<file path="config.mk">
export PLATFORM = sky130hd
export DESIGN_NAME = bidir_switch_arb_flat
export DESIGN_NICKNAME = d
export VERILOG_FILES = /design/src/rtl/bidir_switch_arb_pkg.sv /design/src/rtl/bidir_switch_arb_if.sv /design/src/rtl/bidir_switch_arb_rr2.sv /design/src/rtl/bidir_switch_arb.sv /design/src/flat_wrapper.sv
export SDC_FILE = /design/constraint.sdc
export NUM_CORES = 1
export LEC_CHECK = 0
export CAP_MARGIN = 20
export CORE_MARGIN = 2
export CORE_UTILIZATION = 60
export CTS_BUF_LIST = sky130_fd_sc_hd__clkbuf_8
export DETAILED_ROUTE_END_ITERATION = 6
export GPL_TIMING_DRIVEN = 0
export PLACE_DENSITY = 0.8
export SYNTH_ARGS = -nofsm -noshare
export SYNTH_HDL_FRONTEND = slang
export SYNTH_SLANG_ARGS = --single-unit
export TNS_END_PERCENT = 100
</file>
<file path="constraint.sdc">
create_clock -name clk -period 3.2 [get_ports clk]
set_clock_uncertainty 0.1 [all_clocks]
set_input_delay 0.48 -clock clk [delete_from_list [all_inputs] [get_ports clk]]
set_output_delay 0.48 -clock clk [all_outputs]
set_load 0.02 [all_outputs]
</file>
<file path="src/rtl/bidir_switch_arb_pkg.sv">
// Shared types and constants for the bidirectional pass-switch arbiter.
package bidir_sw_pkg;

    typedef enum logic [1:0] {
        IDLE    = 2'd0,
        TURN    = 2'd1,
        GRANT_A = 2'd2,
        GRANT_B = 2'd3
    } state_t;

    // Owner encoding is chosen so that it can be copied straight onto dir.
    typedef enum logic {
        OWN_A = 1'b0,
        OWN_B = 1'b1
    } owner_t;

    localparam logic DIR_A2B = 1'b0;
    localparam logic DIR_B2A = 1'b1;

    function automatic int max_int(input int a, input int b);
        return (a > b) ? a : b;
    endfunction

endpackage

</file>
<file path="src/rtl/bidir_switch_arb_if.sv">
// Request/grant and switch-control bundle between the requesters and the arbiter.
interface bidir_switch_arb_if;

    logic req_a;
    logic req_b;
    logic gnt_a;
    logic gnt_b;
    logic sw_en;
    logic dir;
    logic turn;

    modport master (
        output req_a,
        output req_b,
        input  gnt_a,
        input  gnt_b,
        input  sw_en,
        input  dir,
        input  turn
    );

    modport slave (
        input  req_a,
        input  req_b,
        output gnt_a,
        output gnt_b,
        output sw_en,
        output dir,
        output turn
    );

endinterface

</file>
<file path="src/rtl/bidir_switch_arb_rr2.sv">
// Two-requester round-robin picker: a lone requester wins, a tie goes to the
// side that did not own the net last.
module bidir_rr2
    import bidir_sw_pkg::*;
(
    input  logic   req_a,
    input  logic   req_b,
    input  owner_t last_owner,
    output logic   valid,
    output owner_t winner
);

    always_comb begin
        valid  = req_a | req_b;
        winner = OWN_A;
        if (req_a && req_b) begin
            winner = (last_owner == OWN_A) ? OWN_B : OWN_A;
        end else if (req_b) begin
            winner = OWN_B;
        end
    end

endmodule

</file>
<file path="src/rtl/bidir_switch_arb.sv">
// Break-before-make arbiter for a shared bidirectional net: owns the pass-switch
// enable and direction, and inserts a turnaround gap around every ownership change.
module bidir_switch_arb
    import bidir_sw_pkg::*;
#(
    parameter int TURN_CYC = 2,
    parameter int MAX_HOLD = 16
) (
    input logic               clk,
    input logic               rst_n,
    bidir_switch_arb_if.slave bus
);

    localparam int              CNT_MAX   = max_int(TURN_CYC, MAX_HOLD);
    localparam int              CNT_W     = $clog2(CNT_MAX + 1);
    localparam logic [CNT_W-1:0] TURN_LOAD = CNT_W'(TURN_CYC - 1);
    localparam logic [CNT_W-1:0] HOLD_MAX  = CNT_W'(MAX_HOLD);

    state_t            state_q, state_d;
    logic [CNT_W-1:0]  cnt_q, cnt_d;
    owner_t            target_q, target_d;
    owner_t            last_q, last_d;
    logic              gnt_a_q, gnt_a_d;
    logic              gnt_b_q, gnt_b_d;
    logic              sw_en_q, sw_en_d;
    logic              dir_q, dir_d;
    logic              turn_q, turn_d;

    logic              pick_valid;
    owner_t            pick_winner;
    logic              target_req;
    logic              own_req;
    logic              other_req;
    owner_t            other_side;
    logic [CNT_W-1:0]  hold_next;
    logic              hold_hit;

    bidir_rr2 u_rr (
        .req_a      (bus.req_a),
        .req_b      (bus.req_b),
        .last_owner (last_q),
        .valid      (pick_valid),
        .winner     (pick_winner)
    );

    assign target_req = (target_q == OWN_A) ? bus.req_a : bus.req_b;
    assign own_req    = (state_q == GRANT_A) ? bus.req_a : bus.req_b;
    assign other_req  = (state_q == GRANT_A) ? bus.req_b : bus.req_a;
    assign other_side = (state_q == GRANT_A) ? OWN_B : OWN_A;

    // The shared counter doubles as the hold timer in GRANT; it saturates so a
    // long uncontested grant is preempted on the first cycle the other side asks.
    assign hold_next = (cnt_q >= HOLD_MAX) ? cnt_q : cnt_q + CNT_W'(1);
    assign hold_hit  = (MAX_HOLD != 0) && (hold_next == HOLD_MAX);

    always_comb begin
        state_d  = state_q;
        cnt_d    = cnt_q;
        target_d = target_q;
        last_d   = last_q;
        gnt_a_d  = 1'b0;
        gnt_b_d  = 1'b0;
        sw_en_d  = 1'b0;
        turn_d   = 1'b0;
        dir_d    = dir_q;

        case (state_q)
            IDLE: begin
                if (pick_valid) begin
                    state_d  = TURN;
                    target_d = pick_winner;
                    dir_d    = pick_winner;
                    turn_d   = 1'b1;
                    cnt_d    = TURN_LOAD;
                end
            end

            TURN: begin
                if (cnt_q != '0) begin
                    turn_d = 1'b1;
                    cnt_d  = cnt_q - CNT_W'(1);
                end else if (target_req) begin
                    state_d = (target_q == OWN_A) ? GRANT_A : GRANT_B;
                    last_d  = target_q;
                    cnt_d   = '0;
                    sw_en_d = 1'b1;
                    gnt_a_d = (target_q == OWN_A);
                    gnt_b_d = (target_q == OWN_B);
                end else begin
                    state_d = IDLE;
                end
            end

            GRANT_A, GRANT_B: begin
                cnt_d = hold_next;
                if (!own_req || (other_req && hold_hit)) begin
                    if (other_req) begin
                        state_d  = TURN;
                        target_d = other_side;
                        dir_d    = other_side;
                        turn_d   = 1'b1;
                        cnt_d    = TURN_LOAD;
                    end else begin
                        state_d = IDLE;
                    end
                end else begin
                    sw_en_d = 1'b1;
                    gnt_a_d = (state_q == GRANT_A);
                    gnt_b_d = (state_q == GRANT_B);
                end
            end

            default: begin
                state_d = IDLE;
            end
        endcase
    end

    always_ff @(posedge clk) begin
        if (!rst_n) begin
            state_q  <= IDLE;
            cnt_q    <= '0;
            target_q <= OWN_A;
            last_q   <= OWN_B;
            gnt_a_q  <= 1'b0;
            gnt_b_q  <= 1'b0;
            sw_en_q  <= 1'b0;
            dir_q    <= DIR_A2B;
            turn_q   <= 1'b0;
        end else begin
            state_q  <= state_d;
            cnt_q    <= cnt_d;
            target_q <= target_d;
            last_q   <= last_d;
            gnt_a_q  <= gnt_a_d;
            gnt_b_q  <= gnt_b_d;
            sw_en_q  <= sw_en_d;
            dir_q    <= dir_d;
            turn_q   <= turn_d;
        end
    end

    assign bus.gnt_a = gnt_a_q;
    assign bus.gnt_b = gnt_b_q;
    assign bus.sw_en = sw_en_q;
    assign bus.dir   = dir_q;
    assign bus.turn  = turn_q;

endmodule

</file>
<file path="src/flat_wrapper.sv">
// flat-port wrapper written by rule: the top's interface ports become plain ports
module bidir_switch_arb_flat import bidir_sw_pkg::*;
#(
    parameter int TURN_CYC = 2,
    parameter int MAX_HOLD = 16
)
  (clk, rst_n, bus_req_a, bus_req_b, bus_gnt_a, bus_gnt_b, bus_sw_en, bus_dir, bus_turn);
  bidir_switch_arb_if bus_i ();
  input logic clk;
  input logic rst_n;
  input wire logic [$bits(bus_i.req_a)-1:0] bus_req_a;
  input wire logic [$bits(bus_i.req_b)-1:0] bus_req_b;
  output wire logic [$bits(bus_i.gnt_a)-1:0] bus_gnt_a;
  output wire logic [$bits(bus_i.gnt_b)-1:0] bus_gnt_b;
  output wire logic [$bits(bus_i.sw_en)-1:0] bus_sw_en;
  output wire logic [$bits(bus_i.dir)-1:0] bus_dir;
  output wire logic [$bits(bus_i.turn)-1:0] bus_turn;
  assign bus_i.req_a = bus_req_a;
  assign bus_i.req_b = bus_req_b;
  assign bus_gnt_a = bus_i.gnt_a;
  assign bus_gnt_b = bus_i.gnt_b;
  assign bus_sw_en = bus_i.sw_en;
  assign bus_dir = bus_i.dir;
  assign bus_turn = bus_i.turn;
  bidir_switch_arb #(.TURN_CYC(TURN_CYC), .MAX_HOLD(MAX_HOLD)) u_core (.clk(clk), .rst_n(rst_n), .bus(bus_i));
endmodule
</file>
==> impl_metrics.yaml, run 1 <==
layout:
  nets: 146
  diodes: 0
  nFillCells: 129
  layout_common_cells: "nand2_1 (13), dfxtp_1 (13), a21oi_1 (11)"
  drive_gt1_share_pct: 5.07
  area_growth_syn_to_layout_pct: 13.9
floorplanning:
  rows: 14
  die-area_um2: 1960
  die_height_um: 44.2
  coreArea_um2: 1510
  pin_count: 9
  die_w_um: 44.2
  initial_core_util_pct: 64.5
outcome:
  status: "finished, final reports clean"
critical_path:
  worst_ep_required_time_ps: 3250
  cp_max_fo: 8
  r2r_cells: 7
  crit_path_start_kind: "register"
  cp_cell_sequence: "inv_1 > ha_1 > or4b_4 > or3_1 > o22a_1 > o211a_1 > o32ai_2"
  r2r-start: "u_core.cnt_q[0]"
  worstPathArrival_ps: 2490
  cpMaxStageDelayCell: "or4b_4"
  critPathKind: "reg2reg"
  setup.worst_path.start: "u_core.cnt_q[0]"
  cpPeakStageDelay_ps: 490
  end_kind: "register"
detailed_routing:
  dr.pass1.iters: 4
  vias_per_cell: 6.82
  num_vias: 1051
  routed_wl_um: 2500
  drc: 0
  wire_per_inst_um: 16.2
  drt-initial-drc-count: 48
  antenna_left: 0
place:
  portBuffers: 7
  dp_hpwl_um: 1780
  gp_congestion: 0.965
logic_synthesis:
  ys.flop_type: "dfxtp_1"
  netlist_instances: 127
  synth_area_leaders: "dfxtp_1 (27%), a21oi_1 (5.7%), nand2_1 (5.0%)"
  ys_seq_area_share_pct: 26.8
  synth_area_um2: 971
  ys_warn_count: 0
  synth_cell_type_count: 43
  netlist.area_leader.share_pct: 26.8
  syn_nets: 134
  synth_enable_flop_cells: 0
  synth_top_area_cell: "dfxtp_1"
  synth-seq-cells: 13
  async_flop_share_pct: 0
  syn_area_per_cell_um2: 7.65
global_routing:
  grt_max_degree: 11
  overflow: 0
  grt_pass1_vias: 917
  grt_pass1_wl_um: 4050
  grt_use_total_pct: 27.5
  antenna_found_initial: 0
job:
  cap_violations: 0
clocking:
  post_cts_buffers: 0
  numCtsBuffers: 3
  worst_skew_pair.late_latency_ps: 250
  cts_sinks: 13
  path_clk_slew_ps: 60
  cts_tree: "done"
  ctsResizeCount: 0
  cts_root_buf: "clkbuf_8"
  cts_buffer_depth: 2
  holdBufCountCts: 0
  cts_htree_levels: 1
min_path:
  hold_class: "reg2reg"
  hold_depth: 2
  hp-start: "u_core.last_q"
timing:
  maxSlewViolCount: 0
  period_needed_ps: 2440
  fmax_ghz: 0.410
  slew_headroom_pct: 50.6
  final-setup-viol-count: 0
  grt_setup_unrepaired: "no"
  finalHoldViolations: 0
  fin_crit_sh_pct: 76.3
  setup_tns_ps: 0
  worst_pin_slew_ps: 731
power_and_ir_drop:
  ir_drop_uv: 386
  p_leak_nw: 0.403
  powerDensity_nw_per_um2: 676
  power.total_w: 0.000747
flip-flops by register name (all words and copies together) (netlist names):
name              cells
u_core.cnt_q          5
u_core.state_q        2
u_core.bus.dir        1
u_core.bus.gnt_a      1
u_core.bus.gnt_b      1
u_core.bus.sw_en      1
u_core.bus.turn       1
u_core.last_q         1
cell families after synthesis:
logic type                 Yosys count  synth area share (%)
DFF                                 13                  26.8
buffers and inverters               13                  5.03
AOI/OAI and AO/OA                   43                  30.3
muxes                                5                  5.28
and+or+nand+nor                     47                  26.0
adders and majority gates            3                  3.87
xor gates and xnor gates             3                  2.71
final cells by class:
class                      count  area, um^2  share of cell area, %
multi-input combinational    101         662                   59.8
sequential                    13         260                   23.5
clock inverter                 1        3.75                  0.339
inverter                       5        18.8                   1.70
buffer                         8        30.0                   2.71
clock buffer                   3        41.3                   3.73
timing repair buffer           7        70.1                   6.33
tap                           16        20.0                   1.81
cells in the mapped netlist (4+ instances only):
cell type and count:
o21ai_1 4, nand3_1 6, clkbuf_1 7, inv_1 5
mux2i_1 4, a21oi_1 11, nor2_1 7, dfxtp_1 13
nand2b_1 5, nand2_1 13
per-stage QoR:
step,instances,hold slack (ps),utilization [%],cell area [um^2],setup WS [ps]
6_report,154,456,73.4,1110,758
2_1_floorplan,127,382,-,971,1040
3_3_place_gp,150,409,70.4,1060,833
5_1_grt,154,488,73.4,1110,648
4_1_cts,154,444,73.4,1110,801
3_5_place_dp,150,411,70.4,1060,806
layer usage:
metal / wire length, um / global-route usage, %
met5: 0 / 0
met4: 18 / 10.3
met3: 227 / 2.86
met2: 1170 / 42.1
met1: 1080 / 39.8
final timing paths:
check                                       end  slack (ps)
worst max-delay path            u_core.cnt_q[3]         760
worst min-delay path              u_core.last_q         460
worst max register to register  u_core.cnt_q[3]         760
worst min register to register    u_core.last_q         460
report_power, final:
group / switching, W / internal, W / leakage [nW] / total (W)
Combinational: 0.000216 / 0.000156 / 0.269 / 0.000373
Clock: 0.0000654 / 0.0000849 / 0.0269 / 0.000150
Sequential: 0.0000306 / 0.000194 / 0.107 / 0.000224
Total: 0.000312 / 0.000435 / 0.403 / 0.000747
worst max-delay path, delay by kind of cell, from the launching register on:
family          cells  cell delay, ps
buf+inv             1             110
compound gates      3             680
simple gates        2             900
fa+ha+maj           1             170
flops               1             390
No activity file was read; power rests on OpenSTA's default activity.
==> run 2: changes to the inputs <==
CORE_UTILIZATION = 53   (was 60)
PLACE_DENSITY = 0.74   (was 0.8)
clock period = 2 ns   (was 3.2 ns; I/O delays follow)
==> impl_metrics.yaml, run 2 (same netlist as run 1, synthesis figures left out) <==
layout:
  multi_input_area_um2: 753
  largest-register: "u_core.cnt_q"
  largest_reg_flops: 5
  diodes: 0
  nets: 157
  drive_gt1_share_pct: 25.5
  area_growth_syn_to_layout_pct: 34.1
  seq_area_um2: 265
  top_regs: "u_core.cnt_q: 5 flops, u_core.state_q: 2 flops"
  nFillCells: 116
  layout_common_cells: "nand2_1 (11), a21oi_1 (11), buf_4 (11), dfxtp_1 (11), clkdlybuf4s50_1 (7)"
detailed_routing:
  drt-initial-drc-count: 69
  num_vias: 1151
  vias_per_cell: 6.61
  dr.pass1.iters: 4
  routed_wl_um: 3020
  antenna_left: 0
  drc: 0
  wire_per_inst_um: 17.4
clocking:
  cts_buffer_depth: 2
  cts_sinks: 13
  path_clk_slew_ps: 70
  holdBufCountCts: 0
  cts_root_buf: "clkbuf_8"
  cts_tree: "done"
  worst_skew_pair.late_latency_ps: 260
  numCtsBuffers: 3
  cts_htree_levels: 1
timing:
  setup_ws_ps: -189
  fin_crit_sh_pct: 109
  maxSlewViolCount: 0
  setup_tns_ps: -591
  final-setup-viol-count: 5
  slew_headroom_pct: 63.6
  fmax_ghz: 0.457
  worst_pin_slew_ps: 531
  finalHoldViolations: 0
  grt_setup_unrepaired: "yes"
  period_needed_ps: 2190
outcome:
  violations: "setup timing"
  status: "complete, but fails checks"
floorplanning:
  die_w_um: 46.8
  pin_count: 9
  coreArea_um2: 1730
  rows: 15
  die-area_um2: 2190
  initial_core_util_pct: 56.2
  die_height_um: 46.8
global_routing:
  grt_max_degree: 11
  antenna_found_initial: 0
  grt_pass1_wl_um: 4440
  overflow: 0
  grt_pass1_vias: 959
  grt_use_total_pct: 29.0
job:
  cap_violations: 0
place:
  portBuffers: 7
  gp_congestion: 0.950
  post-place-ws_ps: -233
  dp_hpwl_um: 1740
critical_path:
  cp_max_fo: 4
  worst_ep_required_time_ps: 2070
  end_kind: "register"
  crit_path_start_kind: "register"
  worstPathArrival_ps: 2260
  critPathKind: "reg2reg"
power_and_ir_drop:
  p_leak_nw: 0.492
  powerDensity_nw_per_um2: 1100
  ir_drop_uv: 711
min_path:
  hold_class: "in2reg"
## run 2: changes by cell type in the layout (fill, tap and decap cells not counted), moves of 2 or more
cell	previous run	this run
o21ai_1	4	2
ha_4	0	2
dfxtp_1	13	11
nand2_1	13	11
buf_4	0	11
clkbuf_2	0	3
ha_1	3	1
clkbuf_1	7	4
inv_1	6	4
## run 2: what timing repair did
action / 4_1_cts / 5_1_grt
pin swaps: 5 / 5
cloned: 0 / 0
resized for setup: 9 / 10
endpoints found under the setup margin: 9 / 12
buffers inserted: 9 / 2
## run 2: critical path: stages (launching register included)
cell,delay (ps)
dfxtp_4,360
inv_4,60
ha_4,120
or4b_4,470
or3_4,360
o22a_4,250
o211a_1,130
o32ai_2,260
## run 2: power by group
part	switching (W)	total, W	internal (W)
Sequential	0.0000431	0.000357	0.000314
Clock	0.000112	0.000249	0.000136
Combinational	0.000444	0.000821	0.000377
Total	0.000599	0.00143	0.000827
## run 2: area by class of cell
type                            instances  area share (%)
Multi-Input combinational cell        101            57.8
Clock buffer                            3            3.17
Sequential cell                        13            20.4
Tap cell                               25            2.40
Buffer                                  8            2.59
Clock inverter                          1           0.288
Timing Repair Buffer                   18            11.7
Inverter                                5            1.63
## run 2: routing by layer
metal  track usage, %  vias up  part of all wire, %
li1                 -      516                    -
met1             38.9      532                   41
met2             41.6       83                   45
met3             5.00       20                  9.1
met4             21.1        0                  4.9
met5                0        -                    0
## run 2: stage by stage
| stage | std cells | hold slack, ps | utilization, % | area, um^2 | total power (W) |
|---|---|---|---|---|---|
| floorplan | 127 | 351 | - | 993 | 0.000823 |
| global placement | 159 | 408 | 63.4 | 1090 | 0.000944 |
| detailed placement | 159 | 426 | 63.4 | 1090 | 0.000957 |
| CTS | 172 | 346 | 71.8 | 1240 | 0.00130 |
| global route | 174 | 384 | 75.4 | 1300 | 0.00149 |
| finish | 174 | 356 | 75.4 | 1300 | 0.00143 |
## run 2: path summary, 6_finish.rpt
kind / end / start / slack [ps] / depth (start not counted)
setup / recovery: u_core.cnt_q[3] / u_core.cnt_q[0] / -190 / 7
hold / removal: u_core.last_q / rst_n / 360 / 2
setup reg to reg: u_core.cnt_q[3] / u_core.cnt_q[0] / -190 / 7
hold reg to reg: u_core.last_q / u_core.last_q / 450 / 2
==> variant 1 (flow settings as in run 1) <==
`MAX_HOLD` is set to 16 in 2 places; all go to 32.
--- a/src/rtl/bidir_switch_arb.sv
+++ b/src/rtl/bidir_switch_arb.sv
@@ -6,3 +6,3 @@
     parameter int TURN_CYC = 2,
-    parameter int MAX_HOLD = 16
+    parameter int MAX_HOLD = 32
 ) (
--- a/src/flat_wrapper.sv
+++ b/src/flat_wrapper.sv
@@ -4,3 +4,3 @@
     parameter int TURN_CYC = 2,
-    parameter int MAX_HOLD = 16
+    parameter int MAX_HOLD = 32
 )
Function: no difference found for any inputs over 10 cycles, from zero or initial values and one cycle with rst_n low; that may be too few to reach the edited logic, so the function may still have changed.
==> variant 1 against run 1 <==
First-iteration DRC count is 8.3% higher. Power is 34% higher. Maximum frequency is 11% higher. Worst setup slack better by 0.23 ns. Cell area is 5.8% higher. Sequential cell count is 1 higher. Count of clock-buffer cells in the layout is 1 higher. Wire length is 11% lower. Clock power is 17% higher. Sequential share of layout area is 0.43 points higher. Synthesized area is 4.5% higher. Cell count is 2.6% higher.
==> variant 1: results (changes against run 1) <==
- Status: finished, final reports clean (unchanged)
- Met3 Track Usage GR: 0.0600 (was 0.0286)
- Top cells by count, synth: 14 x dfxtp_1, 13 x nand2_1, 9 x o21ai_0, 8 x a21oi_1 (was 13 x dfxtp_1, 13 x nand2_1, 11 x a21oi_1, 7 x clkbuf_1, 7 x nor2_1)
- Psw: 428 uW (was 312 uW)
- DP Wirelength: 1650 microns (was 1780 microns)
- DP Worst Slack: 0.868 ns (was 0.806 ns)
- P_leak: 0.446 nW (was 0.403 nW)
- P_int: 575 uW (was 435 uW)
- Non-CTS inverters: 7 (was 5)
- Sequential cell area share: 0.240 (was 0.235)
- Vias: 1005 (was 1051)
- Power in the clock group: 175 uW (was 150 uW)
- Hold slack final: 0.446 ns (was 0.456 ns)
- Routability cong.: 0.929 (was 0.965)
- Crit-path max cell delay: 0.54 ns (was 0.49 ns)
- FILL cells: 115 (was 129)
- First DRT Iteration DRCs: 52 (was 48)
- Setup slack after layout: 0.993 ns (was 0.758 ns)
- Regs by FF count: u_core.cnt_q x6, u_core.state_q x2 (was u_core.cnt_q x5, u_core.state_q x2)
- Met2 WL post-DR: 971 microns (was 1170 microns)
- Clock-cell share of area: 0.0471 (was 0.0407)
- Met3 WL: 147 microns (was 227 microns)
- Max VDD drop: 0.531 mV (was 0.386 mV)
- Unique masters post-synth: 40 (was 43)
- M2 GR Usage: 0.400 (was 0.421)
- CTS sink count: 14 (was 13)
- Met1 WL: 1060 microns (was 1080 microns)
- Final #Nets: 149 (was 146)
- First-pass GRT wire length: 4110 microns (was 4050 microns)
- Area of the multi-input gates: 668 sq um (was 662 sq um)
- Mean area per synthesized cell: 7.81 sq um (was 7.65 sq um)
- Worst slew pin tran: 0.874 ns (was 0.731 ns)
- Layer with the highest usage: met1 (was met2)
- Sequential share of the synthesized area: 0.276 (was 0.268)
- Number of global-route vias before repair: 918 (was 917)
- Port buffer count: 8 (was 7)
- Non-clk bufs: 16 (was 15)
- Mapped Nets: 136 (was 134)
- Synth area leaders: dfxtp_1 28%, nand2_1 4.8%, o21ai_0 4.4% (was dfxtp_1 27%, a21oi_1 5.7%, nand2_1 5.0%)
- Post-Route WL: 2220 microns (was 2500 microns)
- Met1 Use GR: 0.407 (was 0.398)
- Share of cells above drive strength 1: 0.0915 (was 0.0507)
- Critical path peak fanout: 7 (was 8)
- Fraction of area in non-clock buffers: 0.103 (was 0.0905)
- Register Area: 280 sq um (was 260 sq um)
- Cells after Synth: 130 (was 127)
- CP Data Arrival Time: 2.25 ns (was 2.49 ns)
- Placed instance area: 1110 sq um (was 1060 sq um)
- R2r worst-path depth: 6 (was 7)
## variant 1: worst paths after layout
| check | from | end |
|---|---|---|
| setup / recovery | u_core.cnt_q[0]$_SDFFE_PN0P_ | u_core.cnt_q[0]$_SDFFE_PN0P_ |
| hold / removal | u_core.last_q$_SDFFE_PN1P_ | u_core.last_q$_SDFFE_PN1P_ |
| setup reg to reg | u_core.cnt_q[0]$_SDFFE_PN0P_ | u_core.cnt_q[0]$_SDFFE_PN0P_ |
| hold reg to reg | u_core.last_q$_SDFFE_PN1P_ | u_core.last_q$_SDFFE_PN1P_ |
## variant 1: worst min-delay path, stage by stage, from the launching register on
cell,delay [ns]
dfxtp_1,0.35
a21oi_1,0.05
o21ai_1,0.10
## variant 1: cells by family after synthesis
kind of cell / share of synthesized area
AOI/OAI and AO/OA: 0.270
DFF: 0.276
adders and majority gates: 0.0247
muxes: 0.0727
xor gates and xnor gates: 0.0259
buffers and inverters: 0.0654
and+or+nand+nor: 0.265
==> variant 2 (flow settings as in run 1) <==
Without the edit above. Make the reset (`rst_n`) asynchronous in one clocked block.
--- a/src/rtl/bidir_switch_arb.sv
+++ b/src/rtl/bidir_switch_arb.sv
@@ -118,3 +118,3 @@
 
-    always_ff @(posedge clk) begin
+    always_ff @(posedge clk or negedge rst_n) begin
         if (!rst_n) begin
Formal check against the unedited RTL: differs if rst_n is asserted again (counterexample within 4 cycles, from zero or initial values and one cycle with rst_n low); with rst_n held inactive, the same outputs for 10 cycles.
==> variant 2 against run 1 <==
Synthesized area up 4.6%. Cell area up 5.0%. Sequential cell count unchanged. Die area up 4.2%. Worst setup slack worse by 0.13 ns. Power up 46%. Core utilization up 1.9 points. Wire length down 4.1%. Combinational power up 80%. Critical path type unchanged. Largest cell class unchanged. Largest power group unchanged.
==> variant 2: results (changes against run 1) <==
- FF-to-FF Start: u_core.cnt_q[0]$_DFFE_PN0P_ (was u_core.cnt_q[0]$_SDFFE_PN0P_)
- Mux cell area share after synthesis: 0.0222 (was 0.0528)
- Worst slew pin tran: 0.591 ns (was 0.731 ns)
- Reg-to-reg slack, setup: 0.63 ns (was 0.76 ns)
- Crit-path max cell delay: 0.39 ns (was 0.49 ns)
- First DRT Iteration DRCs: 56 (was 48)
- Status: finished, final reports clean (unchanged)
- Top FF cell, synth: dfrtp_1 (was dfxtp_1)
- Largest net degree at the start of global routing: 14 (was 11)
- Post-synthesis adder-cell area fraction: 0.0369 (was 0.0387)
- XOR/XNOR share of the synthesized area: 0.0259 (was 0.0271)
- Non-Filler Instances: 147 (was 154)
- First-pass GRT wire length: 3790 microns (was 4050 microns)
- Placed Cells: 143 (was 150)
- Vias per std cell: 6.96 (was 6.82)
- Unique masters post-synth: 48 (was 43)
- Met1 WL: 1080 microns (about the same)
- Met1 Use GR: 0.361 (was 0.398)
- Initial DRT Pass Iterations: 5 (was 4)
- R2r worst-path depth: 8 (was 7)
- Met2 WL post-DR: 1060 microns (was 1170 microns)
- Slowest cell on the critical path: ha_1 (was or4b_4)
- Max VDD drop: 0.571 mV (was 0.386 mV)
- DP Wirelength: 1770 microns (was 1780 microns)
- CP Data Arrival Time: 2.59 ns (was 2.49 ns)
- Min Tclk post-route: 2.57 ns (was 2.44 ns)
- Synth area leaders: dfrtp_1 30%, o211ai_1 4.4%, ha_1 3.7% (was dfxtp_1 27%, a21oi_1 5.7%, nand2_1 5.0%)
- Number of global-route vias before repair: 869 (was 917)
- Sequential share of the synthesized area: 0.321 (was 0.268)
- FILL cells: 118 (was 129)
- Critical path peak fanout: 7 (was 8)
- DP Worst Slack: 0.664 ns (was 0.806 ns)
- Routability cong.: 0.887 (was 0.965)
- M2 GR Usage: 0.386 (was 0.421)
variant 2: changes by cell type in the layout (fill, tap and decap cells not counted), sizes merged, moves of 4 or more:
| cell | before | now |
|---|---|---|
| a21oi | 11 | 6 |
| dfrtp | 0 | 12 |
| dfxtp | 13 | 0 |
| mux2i | 4 | 0 |
| nand2 | 13 | 8 |
variant 2: worst min-delay path by stage:
stage                                   start                          to  slack [ns]  cells after the start
global placement    u_core.last_q$_DFFE_PN1P_   u_core.last_q$_DFFE_PN1P_        0.42                      2
global route        u_core.last_q$_DFFE_PN1P_   u_core.last_q$_DFFE_PN1P_        0.46                      2
CTS                 u_core.last_q$_DFFE_PN1P_   u_core.last_q$_DFFE_PN1P_        0.43                      2
detailed placement  u_core.last_q$_DFFE_PN1P_   u_core.last_q$_DFFE_PN1P_        0.42                      2
finish              u_core.last_q$_DFFE_PN1P_   u_core.last_q$_DFFE_PN1P_        0.43                      2
floorplan                               rst_n  u_core.bus.gnt_a$_DFF_PN0_        0.08                      0
variant 2: cell families (layout without fill, tap and decap cells):
kind of cell,count (synthesis),after routing
compound gates,43,43
xor+xnor,3,3
fa+ha+maj,3,3
buf+inv,15,27
flops,13,13
mux,2,2
simple gates,40,40
variant 2: area by class of cell:
type / instances / area (sq um) / share of cell area
buffer: 8 / 47.5 / 0.0409
clock buffer: 3 / 41.3 / 0.0356
clock inverter: 1 / 3.75 / 0.00323
inverter: 7 / 26.3 / 0.0226
multi-input combinational: 91 / 616 / 0.530
sequential: 13 / 327 / 0.281
tap: 16 / 20.0 / 0.0172
timing repair buffer: 8 / 80.1 / 0.0690
variant 2: report_power, final:
part	switching, mW	leakage (nW)	internal, mW
clock network	0.0582	0.0269	0.0846
registers	0.0521	0.160	0.227
logic	0.384	0.279	0.286
